### config.mk
export PLATFORM = sky130hd
export DESIGN_NAME = fir_decim_sink
export DESIGN_NICKNAME = d
export VERILOG_FILES = /design/src/rtl/fir_decim_sink.sv
export SDC_FILE = /design/constraint.sdc
export NUM_CORES = 1
export LEC_CHECK = 0
export CAP_MARGIN = 20
export CORE_MARGIN = 1
export CORE_UTILIZATION = 59
export CTS_CLUSTER_SIZE = 10
export DETAILED_ROUTE_END_ITERATION = 8
export PLACE_DENSITY_LB_ADDON = 0.25
export SYNTH_ARGS = -nofsm -noshare
export SYNTH_HDL_FRONTEND = slang
export SYNTH_SLANG_ARGS = --single-unit
### constraint.sdc
create_clock -name clk -period 5.4 [get_ports clk]
set_input_delay 1.08 -clock clk [delete_from_list [all_inputs] [get_ports clk]]
set_output_delay 1.08 -clock clk [all_outputs]
set_load 0.02 [all_outputs]
### src/rtl/fir_decim_sink.sv
// fir_decim_sink: drops FIR warm-up, normalises, rounds, saturates, decimates
// and queues results in a small FIFO behind a valid/ready output port.
//
// Ports: clk; Reset (async, active low); Data_in/in_valid (no backpressure);
// Data_out/out_valid/out_ready (FIFO head); fifo_level; overflow (sticky).
// Option macro FIR_DECIM_ACCUM_EN: integrate-and-dump instead of pick-one.
module fir_decim_sink #(
  parameter int IN_SIZE    = 32,
  parameter int OUT_SIZE   = 16,
  parameter int SHIFT      = 8,
  parameter int DECIM      = 4,
  parameter int WARMUP     = 8,
  parameter int FIFO_DEPTH = 4
) (
  input  logic                          clk,
  input  logic                          Reset,
  input  logic [IN_SIZE-1:0]            Data_in,
  input  logic                          in_valid,
  output logic [OUT_SIZE-1:0]           Data_out,
  output logic                          out_valid,
  input  logic                          out_ready,
  output logic [$clog2(FIFO_DEPTH):0]   fifo_level,
  output logic                          overflow
);

  localparam int PW = $clog2(DECIM);
  localparam int AW = $clog2(FIFO_DEPTH);
  localparam int LW = AW + 1;
  localparam int WW = $clog2(WARMUP + 1);
  localparam int SW = IN_SIZE + 1;

  logic [WW-1:0]       warm_q, warm_d;
  logic [PW-1:0]       phase_q, phase_d;
  logic [AW-1:0]       wr_q, wr_d;
  logic [AW-1:0]       rd_q, rd_d;
  logic [LW-1:0]       lvl_q, lvl_d;
  logic                ovf_q, ovf_d;
  logic [OUT_SIZE-1:0] mem_q [FIFO_DEPTH];
  logic [OUT_SIZE-1:0] mem_d [FIFO_DEPTH];

  logic          warm_done;
  logic [SW-1:0] sum;
  logic [SW-1:0] s;
  logic          keep;
  logic          full;
  logic          pop;
  logic          push;
  logic [OUT_SIZE-1:0] sat;

  // Extra top bit keeps the rounding carry out of Data_in.
  assign sum = {1'b0, Data_in} + (SW'(1) << (SHIFT - 1));
  assign s   = sum >> SHIFT;

  assign warm_done = (warm_q == WW'(WARMUP));

`ifdef FIR_DECIM_ACCUM_EN
  localparam int AC = IN_SIZE + PW + 1;

  logic [AC-1:0] acc_q, acc_d;
  logic [AC-1:0] tot;
  logic [AC-1:0] pre;

  assign keep = in_valid && warm_done &&
                (phase_q == PW'(DECIM - 1));
  assign tot  = acc_q + AC'(s) + AC'(DECIM / 2);
  assign pre  = tot >> PW;
  assign sat  = (pre > AC'({OUT_SIZE{1'b1}})) ?
                '1 : pre[OUT_SIZE-1:0];

  always_comb begin
    acc_d = acc_q;
    if (in_valid && warm_done) begin
      if (keep) acc_d = '0;
      else      acc_d = acc_q + AC'(s);
    end
  end

  always_ff @(posedge clk or negedge Reset) begin
    if (!Reset) acc_q <= '0;
    else        acc_q <= acc_d;
  end
`else
  assign keep = in_valid && warm_done && (phase_q == '0);
  assign sat  = (s > SW'({OUT_SIZE{1'b1}})) ?
                '1 : s[OUT_SIZE-1:0];
`endif

  assign out_valid  = (lvl_q != '0);
  assign full       = (lvl_q == LW'(FIFO_DEPTH));
  assign pop        = out_valid && out_ready;
  // A pop frees the slot the same cycle, so a full FIFO still takes it.
  assign push       = keep && (!full || pop);
  assign Data_out   = out_valid ? mem_q[rd_q] : '0;
  assign fifo_level = lvl_q;
  assign overflow   = ovf_q;

  always_comb begin
    warm_d  = warm_q;
    phase_d = phase_q;
    wr_d    = wr_q;
    rd_d    = rd_q;
    lvl_d   = lvl_q;
    ovf_d   = ovf_q;
    mem_d   = mem_q;
    if (in_valid) begin
      if (!warm_done) warm_d  = warm_q + WW'(1);
      else            phase_d = phase_q + PW'(1);
    end
    if (push) begin
      mem_d[wr_q] = sat;
      wr_d        = wr_q + AW'(1);
    end
    if (pop) rd_d = rd_q + AW'(1);
    unique case (1'b1)
      push && !pop: lvl_d = lvl_q + LW'(1);
      pop && !push: lvl_d = lvl_q - LW'(1);
      default:      lvl_d = lvl_q;
    endcase
    if (keep && full && !pop) ovf_d = 1'b1;
  end

  always_ff @(posedge clk or negedge Reset) begin
    if (!Reset) begin
      warm_q  <= '0;
      phase_q <= '0;
      wr_q    <= '0;
      rd_q    <= '0;
      lvl_q   <= '0;
      ovf_q   <= 1'b0;
      for (int i = 0; i < FIFO_DEPTH; i++)
        mem_q[i] <= '0;
    end else begin
      warm_q  <= warm_d;
      phase_q <= phase_d;
      wr_q    <= wr_d;
      rd_q    <= rd_d;
      lvl_q   <= lvl_d;
      ovf_q   <= ovf_d;
      mem_q   <= mem_d;
    end
  end

endmodule

==> results of run 1 <==
-- report_power, final --
group	switching [uW]	leakage (uW)	internal (uW)
logic	354	0.000905	412
clock network	231	0.000112	267
registers	146	0.00104	764
total	731	0.00206	1440
-- layout by cell type (no fill, tap or decap), types with 2 or more instances in the layout --
cell type        count
or3_1                3
o21ai_0              4
mux2i_1              2
clkbuf_8             9
dfrtp_1             78
nand2_1             14
nand3_1              9
and2_0               4
a31oi_1             64
nor2_1              79
mux4_2              16
ha_1                 9
inv_1               14
xor2_1              10
nand2b_1             3
xnor2_1             16
and2_1              17
nor3_1               6
clkdlybuf4s50_1     48
buf_4                6
bufinv_16            2
a21oi_1              3
nand3b_1             2
nand4_1              5
inv_6                2
nor4_1               2
-- logic make-up (layout without fill, tap and decap cells) --
group / after synthesis / in the layout
adders and majority gates: 10 / 10
AOI/OAI and AO/OA: 76 / 76
buffers and inverters: 43 / 87
DFF: 78 / 78
muxes: 19 / 19
and+or+nand+nor: 149 / 149
xor gates and xnor gates: 26 / 26
-- state kept, by name, indices dropped and copies added (netlist names) --
signal      count
warm_q          4
rd_q            2
wr_q            2
mem_q          64
phase_q         2
overflow        1
fifo_level      3
-- per-layer routing --
layer / wire [um] / GRT usage, % / share of wire, %
met1: 3760 / 33.7 / 44
met2: 4290 / 42.3 / 50
met3: 384 / 3.60 / 4.5
met4: 121 / 11.5 / 1.4
met5: 0 / 0 / 0
-- area by class of cell --
type	count	area (um^2)
sequential	78	1950
timing repair buffer	57	578
multi-input combinational	280	1940
inverter	14	52.6
fill	500	1900
clock buffer	9	124
clock inverter	7	105
tap	80	100
-- worst paths after layout --
check / depth (start not counted) / end / from / slack, ps
worst max-delay path: 9 / mem_q[43] / Data_in[13] / 1710
worst min-delay path: 1 / overflow / overflow / 480
worst max register to register: 13 / fifo_level[2] / warm_q[0] / 2800
worst min register to register: 1 / overflow / overflow / 480
max in group asynchronous: 2 / mem_q[11] / Reset / 4010
min in group asynchronous: 1 / fifo_level[0] / Reset / 650
-- stage by stage --
step | utilization [%] | instances
2_1_floorplan | - | 401
3_3_place_gp | 67.8 | 507
3_5_place_dp | 67.8 | 507
4_1_cts | 71.2 | 523
5_1_grt | 71.9 | 525
6_report | 71.9 | 525
==> out/metrics.cfg, run 1 <==
[finish]
postLayoutCellArea_um2 = 4860
nets = 486
antennaDiodeCount = 0
layout-drive-gt1-share_pct = 10.8
area_delta_synth_final_pct = 18.3

[floorplanning]
io_pins = 57
die_w_um = 85.4
core-area_um2 = 6760
rows = 30
fp.dieH_um = 85.4
die_area_um2 = 7290
start_util_pct = 60.7

[timing]
final.setup.tns_ps = 0
setup_viol = 0
slew_headroom_pct = 43.2
fin_skew_ps = 8.01
finalCriticalPeriod_ps = 3690
worst_slack_ps = 1710
hold_ws_ps = 484
worst_slew_pin_slew_ps = 852
rsz0062_at_grt = no
hold_viol_final = 0
fmax_mhz = 271
slew_viol_final = 0
period_share_pct = 68.4

[worst_setup_path]
critical_path_arrival_ps = 3900
crit_path_max_incr_delay_ps = 560
endpoint_kind = flop
cp_max_fo = 64
cp_top_family = simple AND/OR/NAND/NOR gates
startpoint_type = primary input
path_cells = clkdlybuf4s50_1 -> nand4_2 -> or3_1 -> o21ai_2 -> nor4b_2 -> mux2i_1 -> nor4_4 -> buf_4 -> a31oi_1
path_buf_inv = 2
cp.required_ps = 5610
slowest_stage = clkdlybuf4s50_1
critical_path_class = primary input to flop

[placed_design]
place_hpwl_mm = 5.61
post-place-ws_ps = 1360
port_buffers = 49
finalWeightedCongestion = 0.824
dpl_cell_area_um2 = 4580

[grt]
grt_pass1_wl_mm = 14.4
grtUsageTotal_pct = 25.5
grt_max_degree = 65
antenna_found_initial = 0
grt-ovfl-total = 0
grt_pass1_vias = 3051

[clocking]
numCtsBuffers = 9
htree_num_levels = 3
clkTransAtPathRegs_ps = 90
post_cts_buffers = 0
clockBufferDepth = 2
ctsHoldBuffers = 0
cts-resized-gates = 0
cts_sinks = 78
clock_latency_ps = 360
cts-root-buf = clkbuf_8
cts_tree = yes

[yosys]
synth_xor_area_share_pct = 5.55
ys_types = 37
synthMuxAreaShare_pct = 9.54
synth_top_family_by_area = simple AND/OR/NAND/NOR gates
synth_cells = 401
synth_top_flop_cell = dfrtp_1
syn_nets = 447
synthTopCellsByArea = dfrtp_1 (48%), a31oi_1 (9.8%), mux4_2 (8.8%)
synthArstFlopShare_pct = 100
syn_area_um2 = 4100
synth_compound_area_share_pct = 11.6
synth_edf_count = 0
synth.top_cell.area_share_pct = 47.6
syn_area_per_cell_um2 = 10.2
synth_top_area_cell = dfrtp_1
yosys.area_share.adder_pct = 3.23
synthSimpleGateAreaFrac_pct = 17.4
synth_common_cells = nor2_1 (79), dfrtp_1 (78), a31oi_1 (64)
synth_seq_cells = 78
seq_area_frac_synth_pct = 47.6
yosys.cell_count.top_type = nor2_1
yosysWarnings = 0

[route]
first_iter_violations = 282
drc = 0
vias = 3149
wl_mm = 8.56
vias_per_cell = 6.00
firstDrtPassIters = 5
wl_per_cell_um = 16.3
ant_nets = 0

[power_and_ir_drop]
vdd.ir_drop.worst_mv = 0.172
power.density_nw_per_um2 = 448
totalPowerFinal_uw = 2170
p_leak_uw = 0.00206

[hold_path]
hold_class = flop to flop

[job]
max-cap-violations = 0

[status]
outcome = finished clean

(Power assumes the default switching activity.)
==> run 2: changes to the inputs <==
Settings changed: CORE_UTILIZATION 59 to 50.
Clock period 5.4 ns to 3.3 ns, I/O delays scaled along.
==> run 2 against run 1 <==
Clock skew grew 3.1 ps; count of clock-buffer cells in the layout is the same; final cell count grew 6.7%; core utilization shrank 8.5 points; hold slack lost 120 ps; total power grew 63%; highest routed layer unchanged.
==> out/metrics.cfg, run 2 (synthesis results as in run 1) <==
[finish]
fill_cells = 627  ; was 500
layout-drive-gt1-share_pct = 13.3  ; was 10.8%
largest_reg_flops = 64  ; unchanged
antennaDiodeCount = 0  ; unchanged
nets = 500  ; was 486
multi_input_area_um2 = 1940  ; unchanged
area_delta_synth_final_pct = 21.2  ; was 18.3%
regArea_um2 = 1950  ; unchanged
final_cell_mix = nor2_1 (79), dfrtp_1 (78), a31oi_1 (64)  ; unchanged
final_common_cell = nor2_1  ; unchanged
largest-register = mem_q  ; unchanged

[clocking]
ctsHoldBuffers = 0  ; unchanged
clockBufferDepth = 2  ; unchanged
cts-resized-gates = 0  ; unchanged
post_cts_buffers = 0  ; unchanged
clock_latency_ps = 360  ; about the same
htree_num_levels = 3  ; unchanged
cts-root-buf = clkbuf_8  ; unchanged
numCtsBuffers = 9  ; unchanged
cts_sinks = 78  ; unchanged
cts_tree = yes  ; unchanged
clkTransAtPathRegs_ps = 70  ; was 90 ps

[worst_setup_path]
slowest_stage = clkdlybuf4s50_1  ; unchanged
path_cells = buf_4 -> mux4_2 -> and2_1 -> clkdlybuf4s50_1  ; was clkdlybuf4s50_1 -> nand4_2 -> or3_1 -> o21ai_2 -> nor4b_2 -> mux2i_1 -> nor4_4 -> buf_4 -> a31oi_1
cp_max_fo = 18  ; was 64
cp.required_ps = 2640  ; was 5610 ps
startpoint_type = flop  ; was primary input
worstSetupStartpoint = rd_q[0]  ; was Data_in[13]
critical_path_arrival_ps = 2310  ; was 3900 ps
crit_path_max_incr_delay_ps = 560  ; about the same
critical_path_class = flop to output pin  ; was primary input to flop
r2r-start = fifo_level[0]  ; was warm_q[0]
endpoint_kind = output pin  ; was flop

[route]
vias_per_cell = 5.73  ; was 6.00
firstDrtPassIters = 4  ; was 5
drc = 0  ; unchanged
wl_mm = 8.54  ; was 8.56 mm
wl_per_cell_um = 15.2  ; was 16.3 um
ant_nets = 0  ; unchanged
vias = 3209  ; was 3149
first_iter_violations = 175  ; was 282

[floorplanning]
start_util_pct = 52.3  ; was 60.7%
rows = 32  ; was 30
io_pins = 57  ; unchanged
core-area_um2 = 7850  ; was 6760 um^2
die_w_um = 92.6  ; was 85.4 um
die_area_um2 = 8570  ; was 7290 um^2
fp.dieH_um = 92.6  ; was 85.4 um

[hold_path]
hold_class = primary input to asynchronous set/reset pin  ; was flop to flop

[timing]
rsz0062_at_grt = no  ; unchanged
worst_slew_pin_slew_ps = 721  ; was 852 ps
setup_viol = 0  ; unchanged
fmax_mhz = 337
slew_viol_final = 0  ; unchanged
final.setup.tns_ps = 0  ; unchanged
hold_viol_final = 0  ; unchanged
period_share_pct = 89.9
finalCriticalPeriod_ps = 2970
hold_ws_ps = 361  ; was 484 ps
slew_headroom_pct = 51.9  ; was 43.2%
fin_skew_ps = 11.1  ; was 8.01 ps

[power_and_ir_drop]
power.density_nw_per_um2 = 714  ; was 448 nW/um^2
p_leak_uw = 0.00212  ; was 0.00206 uW
vdd.ir_drop.worst_mv = 0.417  ; was 0.172 mV

[grt]
grt_max_degree = 65  ; unchanged
met3_usage_pct = 4.60  ; was 3.60%
grtUsageTotal_pct = 22.7  ; was 25.5%
grt_pass1_wl_mm = 15.0  ; was 14.4 mm
met2_usage_pct = 36.1  ; was 42.3%
grt_util_met1_pct = 30.7  ; was 33.7%
grt-ovfl-total = 0  ; unchanged
grt_pass1_vias = 3172  ; was 3051
grt.busiest_layer = met2  ; unchanged
antenna_found_initial = 0  ; unchanged

[placed_design]
port_buffers = 49  ; unchanged
finalWeightedCongestion = 0.884  ; was 0.824
place_hpwl_mm = 5.76  ; was 5.61 mm

[status]
outcome = finished clean  ; unchanged

[job]
max-cap-violations = 0  ; unchanged

[run 2: where the power goes]
group	leakage [uW]	total, uW	switching (uW)	internal (uW)
combinational	0.000964	1290	631	662
clock	0.000115	840	342	498
sequential	0.00104	1420	170	1250
total	0.00212	3550	1140	2410
[run 2: area by class of cell]
class                           instances  share of cell area [%]
Timing Repair Buffer                   71                    13.3
Clock buffer                            9                    2.49
Tap cell                              102                    2.57
Inverter                               14                    1.06
Clock inverter                          6                    2.24
Sequential cell                        78                    39.2
Multi-Input combinational cell        280                    39.1
[run 2: worst paths after layout]
| kind | end | slack [ps] | depth (start not counted) |
|---|---|---|---|
| min in group clk | overflow | 480 | 1 |
| worst min-delay path | mem_q[49] | 360 | 1 |
| worst max-delay path | Data_out[14] | 330 | 4 |
| worst min register to register | overflow | 480 | 1 |
| max in group asynchronous | mem_q[60] | 2210 | 2 |
| worst max register to register | fifo_level[2] | 920 | 8 |
[run 2: layer usage]
layer / vias up / share of wire (%)
met2: 111 / 47
met3: 11 / 5.6
met4: 0 / 1.8
met1: 1562 / 46
li1: 1525 / -
met5: - / 0
[run 2: stage by stage]
| step | cells | worst slack (ps) | cell area [um^2] | utilization (%) | power (uW) |
|---|---|---|---|---|---|
| after floorplan | 401 | 571 | 4100 | - | 2280 |
| after global placement | 545 | 81.3 | 4740 | 60.4 | 2690 |
| after detailed placement | 545 | 30.4 | 4740 | 60.4 | 2740 |
| after CTS | 560 | 307 | 4970 | 63.4 | 3590 |
| after global routing | 560 | 209 | 4970 | 63.4 | 3800 |
| final | 560 | 334 | 4970 | 63.4 | 3550 |
[run 2: worst max-delay path: cells and delay by family (launching register included)]
family	cells	cell delay, ps
AND/OR/NAND/NOR	1	170
multiplexers	1	550
flip-flops	1	330
buffers and inverters	2	900
